[src/rtl/judge_pkg.sv]
// Types and constants shared by the judge_gather collection blocks.
package judge_pkg;

  // Top-level collection round states
  typedef enum logic [1:0] {
    IDLE    = 2'd0,
    COLLECT = 2'd1,
    DONE    = 2'd2
  } state_t;

  // Largest supported channel count
  localparam int MAX_CH = 32;

endpackage

[src/rtl/judge_gather_tmo_counter.sv]
// Loadable saturating cycle counter with a programmable expiry compare.
// A load value of zero disables expiry.
module tmo_counter #(
  parameter int W = 16
) (
  input  logic         clk,
  input  logic         rst,
  input  logic         clr_i,
  input  logic         load_i,
  input  logic [W-1:0] load_val_i,
  input  logic         en_i,
  output logic         expire_o
);

  logic [W-1:0] cnt_q, cnt_d;
  logic [W-1:0] tmo_q, tmo_d;

  // Next count: load/clear restart from zero, enable counts up and sticks at all-ones
  always_comb begin
    cnt_d = cnt_q;
    tmo_d = tmo_q;
    if (load_i) begin
      cnt_d = '0;
      tmo_d = load_val_i;
    end else if (clr_i) begin
      cnt_d = '0;
    end else if (en_i && (cnt_q != {W{1'b1}})) begin
      cnt_d = cnt_q + W'(1);
    end
  end

  // Count and limit registers
  always_ff @(posedge clk or posedge rst) begin
    if (rst) begin
      cnt_q <= '0;
      tmo_q <= '0;
    end else begin
      cnt_q <= cnt_d;
      tmo_q <= tmo_d;
    end
  end

  // Expire on the cycle whose count is one short of the limit, so the
  // consumer's registered response lands exactly limit cycles in
  assign expire_o = (tmo_q != '0) && (cnt_q == (tmo_q - W'(1)));

endmodule

[src/rtl/judge_gather.sv]
// Gathers per-channel finish pulses for the channels enabled at start and
// reports one qualified completion (all or any) with optional timeout.
module judge_gather
  import judge_pkg::*;
#(
  parameter int N_CH     = 4,
  parameter int TMO_W    = 16,
  parameter bit MODE_ANY = 1'b0
) (
  input  logic             clk,
  input  logic             rst,
  input  logic             start,
  input  logic [N_CH-1:0]  judge,
  input  logic [N_CH-1:0]  finish,
  input  logic [TMO_W-1:0] timeout_cyc,
  input  logic             ack,
  output logic             busy,
  output logic             done,
  output logic [N_CH-1:0]  done_mask,
  output logic             timed_out
);

  if (N_CH < 1 || N_CH > MAX_CH) begin : g_bad_n_ch
    $error("judge_gather: N_CH out of range");
  end

  state_t          state_q, state_d;
  logic [N_CH-1:0] mask_q, mask_d;
  logic [N_CH-1:0] sticky_q, sticky_d;
  logic [N_CH-1:0] done_mask_q, done_mask_d;
  logic            timed_out_q, timed_out_d;
  logic            busy_q, busy_d;
  logic            done_q, done_d;

  logic            accept;
  logic            ctr_clr;
  logic            expire;
  logic [N_CH-1:0] sticky_nxt;
  logic            met;

  assign accept  = (state_q == IDLE) && start;
  assign ctr_clr = (state_q == DONE) && ack;

  tmo_counter #(.W(TMO_W)) u_tmo (
    .clk        (clk),
    .rst        (rst),
    .clr_i      (ctr_clr),
    .load_i     (accept),
    .load_val_i (timeout_cyc),
    .en_i       (state_q == COLLECT),
    .expire_o   (expire)
  );

  // Completion qualifier over the finishes seen so far plus this cycle's
  always_comb begin
    sticky_nxt = sticky_q | (finish & mask_q);
    if (MODE_ANY) met = |sticky_nxt;
    else          met = ((sticky_nxt & mask_q) == mask_q);
  end

  // Next-state and registered-output decode
  always_comb begin
    state_d     = state_q;
    mask_d      = mask_q;
    sticky_d    = sticky_q;
    done_mask_d = done_mask_q;
    timed_out_d = timed_out_q;
    busy_d      = busy_q;
    done_d      = done_q;
    unique case (state_q)
      IDLE: begin
        if (start) begin
          mask_d   = judge;
          sticky_d = '0;
          busy_d   = 1'b1;
          if (judge == '0) begin
            // Empty round has nothing to wait for
            state_d     = DONE;
            done_d      = 1'b1;
            done_mask_d = '0;
            timed_out_d = 1'b0;
          end else begin
            state_d = COLLECT;
          end
        end
      end
      COLLECT: begin
        sticky_d = sticky_nxt;
        if (met || expire) begin
          // A finish on the expire cycle still counts as a clean completion
          state_d     = DONE;
          done_d      = 1'b1;
          done_mask_d = sticky_nxt;
          timed_out_d = !met;
        end
      end
      DONE: begin
        if (ack) begin
          state_d     = IDLE;
          done_d      = 1'b0;
          busy_d      = 1'b0;
          done_mask_d = '0;
          timed_out_d = 1'b0;
        end
      end
      default: state_d = IDLE;
    endcase
  end

  // State and output registers
  always_ff @(posedge clk or posedge rst) begin
    if (rst) begin
      state_q     <= IDLE;
      mask_q      <= '0;
      sticky_q    <= '0;
      done_mask_q <= '0;
      timed_out_q <= 1'b0;
      busy_q      <= 1'b0;
      done_q      <= 1'b0;
    end else begin
      state_q     <= state_d;
      mask_q      <= mask_d;
      sticky_q    <= sticky_d;
      done_mask_q <= done_mask_d;
      timed_out_q <= timed_out_d;
      busy_q      <= busy_d;
      done_q      <= done_d;
    end
  end

  assign busy      = busy_q;
  assign done      = done_q;
  assign done_mask = done_mask_q;
  assign timed_out = timed_out_q;

endmodule

[config.mk]
export PLATFORM = sky130hd
export DESIGN_NAME = judge_gather
export DESIGN_NICKNAME = d
export VERILOG_FILES = /design/src/rtl/judge_pkg.sv /design/src/rtl/judge_gather_tmo_counter.sv /design/src/rtl/judge_gather.sv
export SDC_FILE = /design/constraint.sdc
export NUM_CORES = 1
export LEC_CHECK = 0
export CORE_ASPECT_RATIO = 0.5
export CORE_MARGIN = 3
export CORE_UTILIZATION = 50
export CTS_BUF_LIST = sky130_fd_sc_hd__clkbuf_16
export DETAILED_ROUTE_END_ITERATION = 7
export HOLD_SLACK_MARGIN = 0.12
export PLACE_DENSITY = 0.85
export SLEW_MARGIN = 15
export SYNTH_ARGS = -nofsm -noshare
export SYNTH_HDL_FRONTEND = slang
export SYNTH_SLANG_ARGS = --single-unit
[constraint.sdc]
create_clock -name clk -period 2.8 [get_ports clk]
set_clock_uncertainty 0.05 [all_clocks]
set_input_delay 0.42 -clock clk [delete_from_list [all_inputs] [get_ports clk]]
set_output_delay 0.42 -clock clk [all_outputs]
set_load 0.02 [all_outputs]
== Word level (Yosys, flattened, before mapping) ==
Cells that the tools add are included.

* Flip-flop bits (word level): 49
* Bits of input ports: 28
* Logic and storage cells: 67

* Add/sub/neg operators: 2
* Eq/ne operators: 9
* Mux-type cells: 26
* Bitwise gates (word level): 3
* Reductions and logical operators: 18

{| class="wikitable"
|+ Operators with widths
! cell !! count
|-
| two-way mux 16 bit || 3
|-
| two-way mux 4 bit || 5
|-
| adder 16 x 1 -> 16 bit, second input constant || 1
|-
| == test 16 bit || 1
|-
| inequality test 16 bit, second input constant || 1
|-
| nonzero test 16 bit || 1
|-
| subtractor 16 x 1 -> 16 bit, second input constant || 1
|-
| one-hot mux 4 bit (3 select lines) || 1
|-
| AND 4 bit || 2
|-
| two-way mux 1 bit || 8
|-
| two-way mux 2 bit || 4
|-
| one-hot mux 4 bit (2 select lines) || 1
|-
| inequality test 2 bit, second input constant || 3
|-
| one-hot mux 1 bit (3 select lines) || 2
|-
| one-hot mux 2 bit (3 select lines) || 1
|-
| AND reduction 3 bit || 2
|-
| nonzero test 3 bit || 2
|-
| AND reduction 5 bit || 1
|-
| == test 4 bit || 1
|-
| logical AND 1 bit || 4
|-
| logical NOT 4 bit || 1
|-
| OR 4 bit || 1
|-
| AND reduction 2 bit || 2
|-
| nonzero test 2 bit || 2
|-
| 7 further kinds || 7
|}

== Depth between registers and ports, before layout ==
Gate-level depths: netlist of run 1.

* Depth after elaboration: 7
* Mapped depth: 9
* Depth with buffers taken out: 8

== Cells and area by module ==
From an unflattened synthesis of run 1, not the netlist that was laid out.

* Cells, all modules: 280
* Area total of the unflattened synthesis: 2757.6 sq um

{| class="wikitable"
|+ Modules (own cells, without submodules)
! module !! instances !! cells an instance !! area each (sq um) !! sequential area each (sq um)
|-
| tmo_counter || 1 || 202 || 1973.1 || 800.8
|-
| judge_gather || 1 || 78 || 784.5 || 425.4
|}

== Worst setup path after synthesis of run 1 ==
Ideal clock, no wire load.

* Kind: flip-flop to flip-flop
* Start point: register u_tmo.tmo_q[0]
* End point: register done_mask_q[0] (netlist: done_mask[0])
* Arrival time: 2.626 ns
* Slack: 0.045 ns
* Stages on the path, launching flop included: 10
* Clock period less this slack: 2.755 ns
* Path through: dfrtp_1 -> inv_1 -> ha_1 -> or3b_1 -> buf_6 -> or4_4 -> a211oi_2 -> nor3b_1 -> a2111oi_4 -> mux2i_1

* Longest elaborated chain between the ends: 6
* Elaborated cells on any way between the ends: 7
* Those cells by class: add/sub (1); eq/ne (2); reduce/logical (4)

{| class="wikitable"
|+ RTL lines
! element !! line !! RTL
|-
| from (decl) || judge_gather_tmo_counter.sv:16 || <nowiki>logic [W-1:0] tmo_q, tmo_d;</nowiki>
|-
| from (signal assigned) || judge_gather_tmo_counter.sv:39 || <nowiki>tmo_q <= tmo_d;</nowiki>
|-
| subtractor 16 x 1 -> 16 bit || judge_gather_tmo_counter.sv:45 || <nowiki>assign expire_o = (tmo_q != '0) && (cnt_q == (tmo_q - W'(1)));</nowiki>
|-
| == test 16 bit || judge_gather_tmo_counter.sv:45 ||
|-
| logical AND 1 bit * || judge_gather_tmo_counter.sv:45 ||
|-
| logical OR 1 bit * || judge_gather.sv:89 || <nowiki>if (met || expire) begin</nowiki>
|-
| inequality test 2 bit (no source line) * || n/a ||
|-
| AND reduction 5 bit (no source line) * || n/a ||
|-
| to (signal assigned) || judge_gather.sv:124 || <nowiki>done_mask_q <= done_mask_d;</nowiki>
|-
| to (decl) || judge_gather.sv:30 || <nowiki>logic [N_CH-1:0] done_mask_q, done_mask_d;</nowiki>
|}

Every way passes the cells marked *; elsewhere a longest branch is shown, timed or not.
A chain may end at the register's enable or synchronous reset.

== Worst setup path after layout of run 1 ==
* Start point: register u_tmo.tmo_q[1]
* End point: register done_mask_q[3] (netlist: done_mask[3])

Same word-level chain as after synthesis.

==> impl_metrics.tcl, run 1 <==
set metrics [dict create \
    status "finished, final reports clean" \
    io_pins 35 \
    crit_buf_inv 2 \
    die_x_microns 113.9 \
    period_share_pct 94.56 \
    ys_seq_area_share_pct 42.11 \
    coreArea_sq_um 5270 \
    ctsHoldBuffers 0 \
    dp_hpwl_microns 5049 \
    syn2layout_area_growth_pct 23.42 \
    async_reset_ff_share_pct 100.0 \
    layout-drive-gt1-share_pct 11.17 \
    crit_type "flip-flop to flip-flop" \
    layout_commonest_cell "nand2_1" \
    wirelength_microns 6991 \
    synth_seq_cells 49 \
    antenna_found_initial 0 \
    synth-edff-count 0 \
    p_int_mw 1.996 \
    vias 2641 \
    startpoint_type "flip-flop" \
    yosys.cell_types.count 45 \
    fin_crit_ps 2648 \
    synth_flop_cell "dfrtp_1" \
    crit_arrival_ps 2810 \
    port_buffers 34 \
    drtIter0Drc 148 \
    path_cells "inv_1 > ha_2 > or3b_4 > or4_4 > a21oi_4 > nand4_4 > a2111oi_4 > buf_6 > mux2i_1" \
    clk_path_buf_depth 2 \
    start_util_pct 55.25 \
    vdd_drop_max_mv 0.4971 \
    clkSlewWorstSetupHoldPaths_ps 70 \
    cpLargestDelayFamily "simple AND/OR/NAND/NOR gates" \
    hp-class "input pin to asynchronous set/reset pin" \
    vias_per_cell 5.804 \
    seq_power_share_pct 34.9 \
    highest_layer "met4" \
    powerDensity_nw_per_um2 968.5 \
    hold_viol_final 0 \
    syn_area_per_cell_sq_um 8.614 \
    drt_pass1_iterations 5 \
    die_h_microns 59.96 \
    routedWlPerCell_microns 15.36 \
    fmax_ghz 0.3777 \
    slowest_delay_ps 510 \
    cp-end-kind "flip-flop" \
    comb_power_share_pct 48.1 \
    worst_pin_slew_ps 981.6 \
    met3_length_microns 256 \
    worstPathMaxFanout 7 \
    syn_area_sq_um 2912 \
    grt_max_degree 23 \
    gp_congestion 0.8692 \
    antenna_cells 0 \
    grt_pass1_vias 2627 \
    syn-num-nets 368 \
    cts_tree "done" \
    fp-row-count 18 \
    grt_first_pass_wirelength_microns 12120 \
    grt_setup_unrepaired "no" \
    setup_viol 0 \
    fillers 408 \
    remaining_drc_errors 0 \
    p_sw_share_pct 42.65 \
    drt-met1-wl_microns 3253 \
    critPathRequiredTime_ps 2960 \
    drv_slew 0 \
    ys_warn_count 0 \
    numCtsBuffers 5 \
    p_leak_nw 1.515 \
    post_dp_cell_area_sq_um 3392 \
    synth_cells 338 \
    grt.overflow.total 0 \
    relSlewSlack_pct 34.56 \
    layout_common_cells "75 x nand2_1, 49 x dfrtp_1, 34 x clkdlybuf4s50_1" \
    root_buffer "clkbuf_16" \
    htree_levels 2 \
    met2_length_microns 3417 \
    ant_nets 0 \
    clk_latency_ps 290 \
    design.die.area_sq_um 6830 \
    pwr-share-clk_pct 17.0 \
    grtUsageTotal_pct 22.06 \
    clock-sinks 49 \
    finalSetupTns_ps 0 \
    critPathSlowestCell "or4_4" \
    design_area_sq_um 3593 \
    maxCapViolCount 0 \
    power_switching_mw 1.484 \
    nNetsFinal 414 \
]
-- final timing paths --
path                                 from         endpoint  slack [ps]  depth (start not counted)
max reg2reg                u_tmo.tmo_q[1]     done_mask[3]         150                          9
min                                   rst  u_tmo.cnt_q[15]         370                          2
min reg2reg                     mask_q[3]        mask_q[3]         460                          2
max                        u_tmo.tmo_q[1]     done_mask[3]         150                          9
max in group asynchronous             rst   u_tmo.tmo_q[6]        1760                          3
min in group clk                mask_q[3]        mask_q[3]         460                          2
-- registers in the layout, summed over array words and instances (netlist names) --
signal and count:
timed_out 1, done 1, u_tmo.cnt_q 16, state_q 2, done_mask 4, busy 1, sticky_q 4, u_tmo.tmo_q 16
mask_q 4
-- cell families (layout without fill, tap and decap cells) --
kind of cell | count (synthesis) | after routing | share of synthesized area, %
AO/OA/AOI/OAI | 64 | 64 | 15.17
AND/OR/NAND/NOR | 164 | 164 | 26.99
buffers and inverters | 22 | 69 | 3.352
flip-flops | 49 | 49 | 42.11
multiplexers | 8 | 8 | 2.793
adder cells (fa/ha/maj) | 2 | 2 | 0.8593
XOR/XNOR | 29 | 29 | 8.724
-- final cells by class --
cell class	instances	area [sq um]	area share [%]
timing repair buffer	53	486.7	13.54
clock buffer	5	125.1	3.482
clock inverter	3	17.52	0.4875
tap	70	87.58	2.437
multi-input combinational	267	1620	45.09
sequential	49	1226	34.12
inverter	8	30.03	0.8357
-- what timing repair did --
item,in CTS,in global routing
setup endpoints to repair,4,6
setup buffers,0,3
resized for setup,1,6
hold endpoints to repair,0,0
pin swaps,0,4
-- through the flow --
stage                     power (mW)  util (%)  instances  setup WS [ps]  hold slack [ps]
after floorplan                2.286         -        338          44.67            409.9
after global placement         2.705     64.36        444          108.5            436.8
after detailed placement       2.783     64.36        444         -21.95            442.3
after CTS                      3.395     67.12        452          15.87            381.8
after global routing           3.749     68.19        455          59.16            395.6
final                          3.480     68.19        455          152.4            373.3
-- per-layer routing --
metal / global-route usage [%] / vias to the layer above
li1: - / 1282
met1: 28.95 / 1300
met2: 37.91 / 53
met3: 3.943 / 6
met4: 7.107 / 0
met5: 0 / -
-- cell usage after synthesis, types with 3 or more instances --
master    number  area (sq um)
a21oi_1       18         90.09
a22oi_1        8         60.06
a31oi_1        3         18.77
and3_1         3         18.77
and4_1         3         26.28
clkbuf_1      12         45.04
dfrtp_1       49          1226
inv_1          8         30.03
mux2i_1        7         70.07
nand2_1       75         281.5
nand3_1        5         25.02
nand4_1        6         37.54
nor2_1        33         123.9
nor3_1         8         40.04
nor3b_1        7         52.55
nor4_1         5         31.28
o211ai_1       4         30.03
o21ai_0       12         60.06
o31ai_1        7         52.55
or3_1          3         18.77
xnor2_1       16         140.1
xor2_1        13         113.9
-- power groups by stage --
stage	combinational, mW	clock [mW]	sequential (mW)
after detailed placement	1.57	0	1.21
final	1.67	0.592	1.21
after floorplan	1.10	0	1.18
after CTS	1.60	0.594	1.21
after global placement	1.51	0	1.20
after global routing	1.86	0.632	1.25
-- worst register-to-register path, delay by kind of cell (launching register included) --
kind	cells	cell delay, ps
simple gates	3	1060
mux	1	200
compound gates	2	420
flops	1	410
buf+inv	2	260
fa+ha+maj	1	180
No activity file was read; power rests on OpenSTA's default activity.
==> inputs of run 2 (changes only) <==
--- a/config.mk
+++ b/config.mk
@@ -5,6 +5,7 @@
 export SDC_FILE = /design/constraint.sdc
 export NUM_CORES = 1
 export LEC_CHECK = 0
+export CAP_MARGIN = 5
 export CORE_ASPECT_RATIO = 0.5
 export CORE_MARGIN = 3
 export CORE_UTILIZATION = 50
==> results of run 2 <==
Same layout as run 1: the final DEF is identical, and so are final timing and power.
